## config.mk

```make
export PLATFORM = sky130hd
export DESIGN_NAME = inv_mixcol_seq_flat
export DESIGN_NICKNAME = d
export VERILOG_FILES = /design/src/rtl/inv_mixcol_seq_if.sv /design/src/rtl/inv_mixcol_seq.sv /design/src/flat_wrapper.sv
export SDC_FILE = /design/constraint.sdc
export NUM_CORES = 1
export LEC_CHECK = 0
export CORE_UTILIZATION = 45
export CTS_BUF_LIST = sky130_fd_sc_hd__clkbuf_8
export DETAILED_ROUTE_END_ITERATION = 10
export HOLD_SLACK_MARGIN = 0.12
export PLACE_DENSITY = 0.82
export SLEW_MARGIN = 20
export SYNTH_ARGS = -nofsm -noshare
export SYNTH_HDL_FRONTEND = slang
export SYNTH_SLANG_ARGS = --single-unit
export TNS_END_PERCENT = 50
```

## constraint.sdc

```tcl
create_clock -name clk -period 6 [get_ports clk]
set_clock_uncertainty 0.15 [all_clocks]
set_input_delay 1.2 -clock clk [delete_from_list [all_inputs] [get_ports clk]]
set_output_delay 1.2 -clock clk [all_outputs]
set_load 0.05 [all_outputs]
```

## src/rtl/inv_mixcol_seq_if.sv

```systemverilog
// Stream interface for inv_mixcol_seq: input state handshake and result handshake.
// Carries key_i only when INV_MIXCOL_SEQ_ARK_EN is defined.
interface inv_mixcol_seq_if;
  logic         in_valid;
  logic         in_ready;
  logic [0:127] state_i;
  logic         skip_i;
`ifdef INV_MIXCOL_SEQ_ARK_EN
  logic [0:127] key_i;
`endif
  logic         out_valid;
  logic         out_ready;
  logic [0:127] result_o;

  modport master (
    output in_valid, state_i, skip_i, out_ready,
`ifdef INV_MIXCOL_SEQ_ARK_EN
    output key_i,
`endif
    input  in_ready, out_valid, result_o
  );

  modport slave (
    input  in_valid, state_i, skip_i, out_ready,
`ifdef INV_MIXCOL_SEQ_ARK_EN
    input  key_i,
`endif
    output in_ready, out_valid, result_o
  );
endinterface

```

## src/rtl/inv_mixcol_seq.sv

```systemverilog
// Column-serial AES InvMixColumns: one shared 32-bit engine, four RUN cycles per block.
// Optional INV_MIXCOL_SEQ_ARK_EN applies AddRoundKey to each column before the engine.
//
// state | meaning
// IDLE  | waiting for a block, in_ready high
// RUN   | processing column col (0..3), one per cycle
// DONE  | result valid, waiting for out_ready
module inv_mixcol_seq (
  input  logic            clk,
  input  logic            rst_n,
  input  logic            flush_i,
  output logic            busy_o,
  inv_mixcol_seq_if.slave bus
);

  typedef enum logic [1:0] {IDLE = 2'd0, RUN = 2'd1, DONE = 2'd2} state_t;

  state_t       state_q, state_d;
  logic [1:0]   col_q;
  logic [0:127] cap_state_q;
  logic [0:127] result_q;
  logic         skip_q;
  logic         accept;
  logic [0:31]  col_in, col_out;
`ifdef INV_MIXCOL_SEQ_ARK_EN
  logic [0:127] cap_key_q;
`endif

  // Constant multiply in GF(2^8)/0x11B; k is a 4-bit multiplier built from xtime powers.
  function automatic logic [7:0] gmul(input logic [7:0] v, input logic [3:0] k);
    logic [7:0] m2, m4, m8;
    m2 = {v[6:0], 1'b0}  ^ (v[7]  ? 8'h1b : 8'h00);
    m4 = {m2[6:0], 1'b0} ^ (m2[7] ? 8'h1b : 8'h00);
    m8 = {m4[6:0], 1'b0} ^ (m4[7] ? 8'h1b : 8'h00);
    return (k[0] ? v : 8'h00) ^ (k[1] ? m2 : 8'h00) ^
           (k[2] ? m4 : 8'h00) ^ (k[3] ? m8 : 8'h00);
  endfunction

  function automatic logic [0:31] inv_mix_col(input logic [0:31] c);
    logic [7:0] a0, a1, a2, a3;
    a0 = c[0:7];
    a1 = c[8:15];
    a2 = c[16:23];
    a3 = c[24:31];
    return {gmul(a0, 4'he) ^ gmul(a1, 4'hb) ^ gmul(a2, 4'hd) ^ gmul(a3, 4'h9),
            gmul(a1, 4'he) ^ gmul(a2, 4'hb) ^ gmul(a3, 4'hd) ^ gmul(a0, 4'h9),
            gmul(a2, 4'he) ^ gmul(a3, 4'hb) ^ gmul(a0, 4'hd) ^ gmul(a1, 4'h9),
            gmul(a3, 4'he) ^ gmul(a0, 4'hb) ^ gmul(a1, 4'hd) ^ gmul(a2, 4'h9)};
  endfunction

  assign accept = bus.in_valid && bus.in_ready;

  always_ff @(posedge clk or negedge rst_n) begin
    if (!rst_n) state_q <= IDLE;
    else        state_q <= state_d;
  end

  always_comb begin
    state_d = state_q;
    if (flush_i) begin
      state_d = IDLE;
    end else begin
      case (state_q)
        IDLE:    if (accept) state_d = RUN;
        RUN:     if (col_q == 2'd3) state_d = DONE;
        DONE:    if (bus.out_ready) state_d = IDLE;
        default: state_d = IDLE;
      endcase
    end
  end

  always_comb begin
    bus.in_ready  = (state_q == IDLE) && !flush_i;
    bus.out_valid = (state_q == DONE);
    busy_o        = (state_q != IDLE);
  end

  always_comb begin
    col_in = cap_state_q[{col_q, 5'b0} +: 32];
`ifdef INV_MIXCOL_SEQ_ARK_EN
    col_in = col_in ^ cap_key_q[{col_q, 5'b0} +: 32];
`endif
    col_out = skip_q ? col_in : inv_mix_col(col_in);
  end

  // Result columns are only written in RUN, so result_o holds steady through DONE and IDLE.
  always_ff @(posedge clk or negedge rst_n) begin
    if (!rst_n) begin
      col_q       <= 2'd0;
      cap_state_q <= '0;
      result_q    <= '0;
      skip_q      <= 1'b0;
`ifdef INV_MIXCOL_SEQ_ARK_EN
      cap_key_q   <= '0;
`endif
    end else if (flush_i) begin
      col_q <= 2'd0;
    end else if (accept) begin
      col_q       <= 2'd0;
      cap_state_q <= bus.state_i;
      skip_q      <= bus.skip_i;
`ifdef INV_MIXCOL_SEQ_ARK_EN
      cap_key_q   <= bus.key_i;
`endif
    end else if (state_q == RUN) begin
      result_q[{col_q, 5'b0} +: 32] <= col_out;
      col_q <= col_q + 2'd1;
    end
  end

  assign bus.result_o = result_q;

endmodule

```

## src/flat_wrapper.sv

```systemverilog
// flat-port wrapper written by rule: the top's interface ports become plain ports
module inv_mixcol_seq_flat 
  (clk, rst_n, flush_i, busy_o, bus_in_valid, bus_state_i, bus_skip_i, bus_out_ready, bus_in_ready, bus_out_valid, bus_result_o);
  inv_mixcol_seq_if bus_i ();
  input  logic clk;
  input  logic rst_n;
  input  logic flush_i;
  output logic busy_o;
  input wire logic [$bits(bus_i.in_valid)-1:0] bus_in_valid;
  input wire logic [$bits(bus_i.state_i)-1:0] bus_state_i;
  input wire logic [$bits(bus_i.skip_i)-1:0] bus_skip_i;
  input wire logic [$bits(bus_i.out_ready)-1:0] bus_out_ready;
  output wire logic [$bits(bus_i.in_ready)-1:0] bus_in_ready;
  output wire logic [$bits(bus_i.out_valid)-1:0] bus_out_valid;
  output wire logic [$bits(bus_i.result_o)-1:0] bus_result_o;
  assign bus_i.in_valid = bus_in_valid;
  assign bus_i.state_i = bus_state_i;
  assign bus_i.skip_i = bus_skip_i;
  assign bus_i.out_ready = bus_out_ready;
  assign bus_in_ready = bus_i.in_ready;
  assign bus_out_valid = bus_i.out_valid;
  assign bus_result_o = bus_i.result_o;
  inv_mixcol_seq u_core (.clk(clk), .rst_n(rst_n), .flush_i(flush_i), .busy_o(busy_o), .bus(bus_i));
endmodule
```

# After elaboration in Yosys (flattened, before gate mapping)

Cells that the tools add are included.

Register bits: 261
Bits in latches: 0
Bits in writable memories: 0
Memory bits (read-only): 0
Input port bits: 134
Output and inout bits: 131
Logic and storage cells: 102
Memories kept: 0

Add/subtract/negate cells: 2
Multiply operators: 0
Div/mod/pow operators: 0
Order comparisons: 0
Equality and inequality tests: 6
Shifts and indexed selects: 3
Muxes and demuxes: 22
Bitwise logic cells: 55
Reductions and logical operators: 9

Operators with widths:

| operator                  | number |
|---|---|
| $xor 8x8->8               | 50 |
| $shift 129x9->128 const A | 1 |
| $shiftx 128x8->129        | 1 |
| $shiftx 129x9->128        | 1 |
| $bwmux 128                | 1 |
| $mux 5                    | 12 |
| $mux 32                   | 1 |
| $xor 8x5->8               | 2 |
| $mux 2                    | 7 |
| $neg 8->9                 | 1 |
| $not 7->8                 | 1 |
| $ne 3x2->1 const B        | 2 |
| $pmux 2 s3                | 1 |
| $reduce_and 3->1          | 2 |
| $eq 2x2->1 const B        | 2 |
| $ne 3x3->1 const B        | 1 |
| $reduce_bool 3->1         | 1 |
| $add 2x1->2 const B       | 1 |
| $eq 2x1->1 const B        | 1 |
| $logic_and 1x1->1         | 2 |
| $logic_not 2->1           | 1 |
| $not 1->1                 | 2 |
| $reduce_and 2->1          | 1 |
| $reduce_bool 2->1         | 1 |
| $logic_not 1->1           | 1 |

# Longest topological paths before layout

Gate-level depths: netlist of the first run.

Depth in word-level cells: 15
Depth in mapped cells: 11
Depth with buffers taken out: 7

# Least setup slack after synthesis of the first run

No wires, ideal clock.

Path type: input port to flip-flop
Start point: in flush_i
End point: reg u_core.cap_state_q[10] (netlist bit)
Setup time: 0.125 ns
Arrival: 3.696 ns
Data required time: 5.725 ns
Slack: 2.029 ns
Stages on the path: 6
Cells stage by stage: nor3_1 -> and2_1 -> clkbuf_1 -> clkbuf_1 -> clkbuf_1 -> mux2_2

Word-level cells in the longest chain between the ends: 4

Ends and longest elaborated chain:

| element                             | line                  | text |
|---|---|---|
| start: declaration                  | flat_wrapper.sv:7     | `input logic flush_i;` |
| $logic_not 1->1                     | inv_mixcol_seq.sv:73  | `bus.in_ready = (state_q == IDLE) && !flush_i;` |
| $logic_and 1x1->1                   | inv_mixcol_seq.sv:73  |  |
| $logic_and 1x1->1                   | inv_mixcol_seq.sv:51  | `assign accept = bus.in_valid && bus.in_ready;` |
| $reduce_and 2->1 (no source line) * | -                     |  |
| end signal: assignment              | inv_mixcol_seq.sv:100 | `cap_state_q <= bus.state_i;` |
| end: declaration                    | inv_mixcol_seq.sv:20  | `logic [0:127] cap_state_q;` |

Every way passes the cells marked *; elsewhere a longest branch is shown, timed or not.
A chain may end at the register's enable or synchronous reset.

# Worst setup path in the final report of the first run

Start point: reg u_core.col_q[0]
End point: reg u_core.result_q, in the netlist u_core.bus.result_o[32]

Word-level cells in the longest chain between the ends: 13

Ends and longest elaborated chain:

| element                                     | line                                        | text |
|---|---|---|
| start: declaration                          | inv_mixcol_seq.sv:19                        | `logic [1:0] col_q;` |
| start signal: assignment                    | inv_mixcol_seq.sv:107                       | `col_q <= col_q + 2'd1;` |
| $not 7->8 (implied by the code) *           | inv_mixcol_seq.sv:79, inv_mixcol_seq.sv:106 |  |
| $shiftx 128x8->129                          | inv_mixcol_seq.sv:79                        | `col_in = cap_state_q[{col_q, 5'b0} +: 32];` |
| $xor 8x8->8 or $mux 5 (tied branches)       | inv_mixcol_seq.sv:32                        | `m2 = {v[6:0], 1'b0} ^ (v[7] ? 8'h1b : 8'h00);` |
| $mux 5 (tied with other cells)              | inv_mixcol_seq.sv:33                        | `m4 = {m2[6:0], 1'b0} ^ (m2[7] ? 8'h1b : 8'h00);` |
| $xor 8x8->8 (tied with other cells)         | inv_mixcol_seq.sv:33                        |  |
| $xor 8x8->8 (tied with other cells)         | inv_mixcol_seq.sv:35                        | `return (k[0] ? v : 8'h00) ^ (k[1] ? m2 : 8'h00) ^` |
| $xor 8x8->8                                 | inv_mixcol_seq.sv:36                        | `(k[2] ? m4 : 8'h00) ^ (k[3] ? m8 : 8'h00);` |
| $xor 8x8->8 (on tied branches) (3 in a row) | -                                           |  |
| $mux 32                                     | inv_mixcol_seq.sv:83                        | `col_out = skip_q ? col_in : inv_mix_col(col_in);` |
| $shiftx 129x9->128                          | inv_mixcol_seq.sv:106                       | `result_q[{col_q, 5'b0} +: 32] <= col_out;` |
| $bwmux 128 *                                | inv_mixcol_seq.sv:106                       |  |
| end signal: indexed assignment              | inv_mixcol_seq.sv:106                       |  |
| end: declaration                            | inv_mixcol_seq.sv:21                        | `logic [0:127] result_q;` |

Marks and branches as above.

==> results of run 1 <==
-- power groups by stage --
| stage | clock network [W] | registers [W] | logic, W |
|---|---|---|---|
| final | 0.00152 | 0.00234 | 0.00620 |
| after global routing | 0.00162 | 0.00238 | 0.00652 |
| after CTS | 0.00155 | 0.00234 | 0.00619 |
| after detailed placement | 0 | 0.00237 | 0.00617 |
| after global placement | 0 | 0.00235 | 0.00611 |
| after floorplan | 0 | 0.00289 | 0.00390 |
-- sequential cells by signal, summed over array words and instances (netlist names) --
name and cells:
u_core.bus.result_o 128, u_core.col_q 2, u_core.state_q 2, u_core.cap_state_q 128, u_core.skip_q 1
-- worst max-delay path: cells and delay by family, from the launching register on --
kind,cells,cell delay [ns]
multiplexers,2,1.43
XOR/XNOR,4,1.20
flip-flops,1,0.93
buffers and inverters,1,0.40
AO/OA/AOI/OAI,1,0.19
-- cell usage in the layout, fill, tap and decap left out, types with 31 or more instances in the layout --
| cell | count |
|---|---|
| clkbuf_8 | 56 |
| clkdlybuf4s50_1 | 263 |
| mux2_2 | 128 |
| xnor3_1 | 35 |
| dfrtp_1 | 259 |
| o21ai_0 | 89 |
| mux4_2 | 31 |
| o21ai_1 | 42 |
| nand2_1 | 134 |
| xnor2_1 | 91 |
-- worst max-delay path by stage --
stage	slack, ns	cells past startpoint	start	to
floorplan	2.03	6	flush_i	u_core.cap_state_q[10]
global placement	1.52	8	u_core.col_q[0]	u_core.bus.result_o[42]
detailed placement	1.48	8	u_core.col_q[0]	u_core.bus.result_o[42]
CTS	1.44	8	u_core.col_q[0]	u_core.bus.result_o[42]
global route	1.22	8	u_core.col_q[0]	u_core.bus.result_o[42]
finish	1.51	8	u_core.col_q[0]	u_core.bus.result_o[32]
-- through the flow --
stage	hold slack, ns	util
after global placement	0.3120	0.5581
after global routing	0.3479	0.5878
after detailed placement	0.3185	0.5582
final	0.3262	0.5878
after floorplan	0.3220	-
after CTS	0.3310	0.5877
-- layout make-up --
type,count,area share
Clock buffer,56,0.04569
Inverter,5,0.001113
Clock inverter,19,0.004598
Timing Repair Buffer,276,0.1630
Multi-Input combinational cell,675,0.3698
Sequential cell,261,0.3873
Tap cell,384,0.02848
-- cells by family after synthesis --
kind of cell | after synthesis | share of synthesized area
AOI/OAI and AO/OA | 146 | 0.05706
xor gates and xnor gates | 181 | 0.1832
adders and majority gates | 4 | 0.003811
buffers and inverters | 71 | 0.02810
DFF | 261 | 0.4973
muxes | 180 | 0.1813
and+or+nand+nor | 164 | 0.04925
-- per-layer routing --
| layer | up-vias | share of wire |
|---|---|---|
| li1 | 3986 | - |
| met1 | 4441 | 0.43 |
| met2 | 386 | 0.47 |
| met3 | 59 | 0.085 |
| met4 | 4 | 0.017 |
| met5 | - | 0.00078 |
==> impl_results.md, run 1 <==
* Worst-path fanout max at 29
* H-tree levels at 2
* Register share of total power at 0.233
* Die area at about 30000 sq um
* Yosys top cell area share at 0.4973
* Area of the multi-input gates at roughly 6200 sq um
* CP max-delay cell: dfrtp_2
* Antenna violations before repair at 2
* First DRT Iteration DRCs at 615
* Vias per cell at ~5.3
* Port Buffers at 264
* Setup-failing EPs final at 0
* Post-synthesis sequential area ratio at 0.4973
* Hold path start: u_core.bus.result_o[69]
* Pint at around 0.0057 W
* Synth unique cells at 41
* Post-DRT Antenna Nets at 0
* Area after DPL at approximately 16000 sq um
* Post-Synthesis Cell Area at 13130 sq um
* Clock transition at path regs at roughly 0.060 ns
* Vias at about 8900
* Dpl cells at about 1600
* Pwr Total at 0.01005 W
* Critical Path, Cell by Cell: buf_4 -> mux4_2 -> xnor2_1 -> xor3_1 -> xnor2_1 -> xnor2_1 -> mux2i_1 -> o21ai_0
* Setup TNS at 0 ns
* Largest net degree at the start of global routing at 131
* Synth-to-Final Area Change at 28.45%
* Max-Cap Viols at 0
* Post-Layout Inst Area at 16870 sq um
* Main flop type after synthesis: dfrtp_1
* TritonCTS clock tree: built
* FF-to-FF End: u_core.bus.result_o[32]
* Worst Tran Pin Value at 0.9878 ns
* Number of post-CTS setup repair buffers at 0
* Hold endpoint: u_core.bus.result_o[69]
* GPL Wtd Cong at 0.9282
* Fmax at around 220 MHz
* Switching share of power at 0.4359
* Total Nets Final at 1402
* Longest Clk Path Bufs at 3
* Hold WC Path Type: reg -> reg
* Core box area at 28700 sq um
* RR Startpoint: u_core.col_q[0]
* Min cycle time layout at 4.487 ns
* Max rail drop VDD at a little over 0.3 mV
* Synthesized Nets at 1145
* DR pass1 iterations at 5
* FFs w/ async S/R, synth at 1.000
* Sw Pwr at 0.004381 W
* Hold depth at 2
* Commonest cells post-synth: dfrtp_1 (261), nand2_1 (134), mux2_2 (128), xnor2_1 (91), o21ai_0 (89)
* FILL cells at about 2300
* Leak Pwr at just over 7 nW
* Final worst slack at 1.513 ns
* Clock sink total at around 260
* DRC Markers at 0
* Worst path required time at 6.24 ns
* TritonCTS Buffers at 45
* FF+latch area at 6534 sq um
* Final Hold Fails at 0
* Hold buffers post-CTS at 0
* CP startpoint kind: register
* GRT Resource Usage Total at 0.2378
* Outcome: completed
* GRT overflow at 0
* Slowest stage delay, CP at 0.93 ns
* Max_slew headroom at 0.3414
* CP Class: reg -> reg
* Crit. End Element: register
* Unrepaired setup endpoints after global routing: false
* EDFF count, synth at 0
* Post-route insts no fill at 1676
* CP arrival at 4.73 ns
* Cts repair resizes at 0
* Cell count of the worst reg-to-reg path at 8
* Worst-Skew Late Latency at 0.55 ns
* Top-count cell post-synth: dfrtp_1
* Cells after synthesis at 1007
* Seq cells post-synth at 261
* Pwr per Cell Area at 595.7 nW/um^2
* Final Max Slew Viols at 0
* Final period utilization at 0.7478
* Drt wl/cell at 20.75 microns
* Number of global-route vias before repair at 9311
* Diodes inserted at 0
* Critical path's most frequent cell: xnor2_1
* R2r setup slk at 1.51 ns
* Placed wire-length estimate at 25.57 mm
* Final wirelength at 34.78 mm
* Grt peak-use layer: met2
* Global-route wire length before repair at 54.54 mm
* Yosys top cell by area: dfrtp_1
* Syn avg cell area at 13.04 sq um
* Synth warn at 0
* Layout cells sized above 1 at 0.2051
* Largest cells by area after synthesis: dfrtp_1 (50%), mux2_2 (11%), xnor2_1 (6.1%), xnor3_1 (6.0%), mux4_2 (5.3%)
* Die Ht at about 170 microns
* Combinational share of power at 0.617
* Ports at 265
* CTS root buf: clkbuf_8
* Die width at 172.8 microns
* Met1 Usage GRT at 0.3243
* DP Worst Slack at 1.479 ns
* GR Util met2 at 0.3802
* Initial Utilization at 0.4576
* Number of core rows at 62
* Met3 Track Usage GR at 0.06486
* Clk network pwr share at 0.151
(Power assumes the default switching activity.)
==> run 2: changes to the inputs <==
==> constraint.sdc (replaced) <==
create_clock -name clk -period 4.32 [get_ports clk]
set_clock_uncertainty 0.15 [all_clocks]
set_input_delay 0.864 -clock clk [delete_from_list [all_inputs] [get_ports clk]]
set_output_delay 0.864 -clock clk [all_outputs]
set_load 0.05 [all_outputs]
==> run 2 against run 1 <==
  * Die area is the same
  * Non-clock buffer count grew 11
  * Register-to-register slack lost 1.2 ns
  * Combinational power grew 41%
  * Sequential share of layout area shrank 0.086 points
  * First-iteration DRC count grew 32%
  * Critical endpoint is now u_core.bus.result_o[74]
  * Highest routed layer unchanged
  * Count of clock-buffer cells in the layout shrank 9
  * Core utilization grew 0.13 points
==> impl_results.md, run 2 (same netlist as run 1, synthesis figures left out) <==
* DRC Markers at 0 (unchanged)
* TritonCTS clock tree: built
* Synth-to-Final Area Change at 28.73%
* RR Startpoint: u_core.col_q[0]
* Port Buffers at 264 (unchanged)
* Leak Pwr at 7.296 nW (+0.30%)
* Buf/Inv on CP at 1 (unchanged)
* Pwr per Cell Area at 825.2 nW/um^2 (+39%)
* Final period utilization at 0.9299 (+0.1821)
* Worst-Skew Late Latency at 0.55 ns (about the same)
* DR pass1 iterations at 5 (unchanged)
* Antenna violations before repair at 1 (-1)
* Longest Clk Path Bufs at 3 (unchanged)
* Leading cell types in the layout, fill and taps excluded: clkdlybuf4s50_1 (263), dfrtp_1 (259), nand2_1 (134)
* Area after DPL at 16150 sq um (+0.82%)
* Worst-path fanout max at 14 (-52%)
* First DRT Iteration DRCs at 812 (+32%)
* Critical Path, Cell by Cell: buf_12 -> mux4_2 -> xnor3_2 -> xnor3_1 -> xnor2_1 -> xnor2_1 -> mux2i_1 -> o21ai_0
* Vias per cell at 5.338 (+0.80%)
* CP Class: reg -> reg
* CTS root buf: clkbuf_8
* Layout cells sized above 1 at 0.2094 (+0.004283)
* Number of core rows at 62 (unchanged)
* Core box area at 28700 sq um (unchanged)
* Hold WC Path Type: in -> async
* Vias at 8984 (+1.2%)
* Number of global-route vias before repair at 9111 (-2.1%)
* Family with the most delay on the worst path: XOR/XNOR gates
* Hold buffers post-CTS at 0 (unchanged)
* Global-route wire length before repair at 55.63 mm (+2.0%)
* Fmax at 248.9 MHz (+12%)
* GPL Wtd Cong at 0.9240 (-0.45%)
* GRT overflow at 0 (unchanged)
* Slowest stage delay, CP at 0.65 ns (-0.28 ns)
* Unrepaired setup endpoints after global routing: false
* CP startpoint kind: register
* GR Util met2 at 0.3841 (+0.003864)
* Final wirelength at 35.82 mm (+3.0%)
* GRT Resource Usage Total at 0.2436 (+0.005769)
* Met1 Usage GRT at 0.3429 (+0.01863)
* Dpl cells at 1612 (+0.69%)
* Post-route insts no fill at 1683 (+0.42%)
* Placed wire-length estimate at 26.40 mm (+3.2%)
* Max_slew headroom at 0.3470 (+0.005528)
* Worst Tran Pin Value at 0.9795 ns (-0.008293 ns)
* CP max-delay cell: mux4_2
* Max-Cap Viols at 0 (unchanged)
* Die area at 29870 sq um (unchanged)
* H-tree levels at 2 (unchanged)
* R2r setup slk at 0.30 ns (-1.21 ns)
* Die width at 172.8 microns (unchanged)
* Drt wl/cell at 21.28 microns (+2.5%)
* Ports at 265 (unchanged)
* Worst path required time at 4.57 ns (-1.67 ns)
* Clock transition at path regs at 0.06 ns (about the same)
* Final Max Slew Viols at 0 (unchanged)
* Min cycle time layout at 4.017 ns (-0.4696 ns)
* Cts repair resizes at 0 (unchanged)
* FILL cells at 2305 (-0.69%)
* Setup-failing EPs final at 0 (unchanged)
* Final Hold Fails at 0 (unchanged)
* Number of post-CTS setup repair buffers at 0 (unchanged)
* Crit path from: u_core.col_q[0]
* Largest net degree at the start of global routing at 130 (-0.76%)
* Initial Utilization at 0.4576 (unchanged)
* Crit. End Element: register
* Outcome: completed
* Total Nets Final at 1411 (+0.64%)
* TritonCTS Buffers at 43 (-4.4%)
* Clock sink total at 261 (unchanged)
* Post-Layout Inst Area at 16910 sq um (+0.22%)
* Grt peak-use layer: met2
* Setup TNS at 0 ns (unchanged)
* Max rail drop VDD at 0.4579 mV (+51%)
* Diodes inserted at 0 (unchanged)
* Die Ht at 172.8 microns (unchanged)
* Met3 Track Usage GR at 0.05915 (-0.005717)
* CP arrival at 4.27 ns (-0.46 ns)
* Post-DRT Antenna Nets at 0 (unchanged)
* Critical path's most frequent cell: xnor2_1
* Commonest non-fill, non-tap cell in the layout: clkdlybuf4s50_1
## run 2: cell types whose count changed in the layout (fill, tap and decap cells not counted), sizes merged
cell	change
clkbuf	-9
clkinv	+5
buf	+11
## run 2: routing by layer
layer  routed length, microns  share of wire
met4                      568          0.016
met2                    16710           0.47
met3                     2806          0.078
met1                    15720           0.44
met5                       13        0.00036
## run 2: final timing paths
kind                                       endpoint  cells past startpoint
setup / recovery            u_core.bus.result_o[74]                      8
hold / removal             u_core.bus.result_o[118]                      1
setup reg to reg            u_core.bus.result_o[74]                      8
hold reg to reg             u_core.bus.result_o[15]                      2
max in group asynchronous   u_core.bus.result_o[39]                      2
min in group clk            u_core.bus.result_o[15]                      2
## run 2: layout make-up
| class | count | area (sq um) | area share |
|---|---|---|---|
| clock buffers | 47 | 646.9 | 0.03826 |
| inverters | 5 | 18.77 | 0.001110 |
| flip-flops and latches | 261 | 6534 | 0.3864 |
| clock inverters | 24 | 107.6 | 0.006364 |
| repair buffers | 287 | 2883 | 0.1705 |
| multi-input cells | 675 | 6237 | 0.3689 |
| well taps | 384 | 480.5 | 0.02842 |
## run 2: through the flow
stage | power (W) | util | hold WS [ns] | worst slack, ns
finish | 0.01395 | 0.5891 | 0.2603 | 0.3026
global route | 0.01460 | 0.5891 | 0.3532 | 0.2115
CTS | 0.01398 | 0.5890 | 0.3095 | 0.2779
detailed placement | 0.01198 | 0.5627 | 0.3200 | 0.3122
floorplan | 0.009423 | - | 0.3220 | 0.6853
global placement | 0.01190 | 0.5627 | 0.3113 | 0.3362
## run 2: worst register-to-register path, delay by kind of cell (launching register included)
kind,cells,cell delay [ns]
buffers and inverters,1,0.23
xor gates and xnor gates,4,1.38
AOI/OAI and AO/OA,1,0.21
DFF,1,0.60
muxes,2,1.29
## run 2: report_power, final
part	internal (W)	total (W)	switching, W
combinational	0.00388	0.00876	0.00488
sequential	0.00293	0.00325	0.000313
clock	0.000995	0.00195	0.000955
==> run 3: changes to the inputs <==
--- a/config.mk
+++ b/config.mk
@@ -5,6 +5,7 @@
 export SDC_FILE = /design/constraint.sdc
 export NUM_CORES = 1
 export LEC_CHECK = 0
+export ABC_CLOCK_PERIOD_IN_PS = 4320
 export CORE_UTILIZATION = 45
 export CTS_BUF_LIST = sky130_fd_sc_hd__clkbuf_8
 export DETAILED_ROUTE_END_ITERATION = 10
==> results of run 3 <==
Final layout, timing and power as in run 2 (identical DEF).
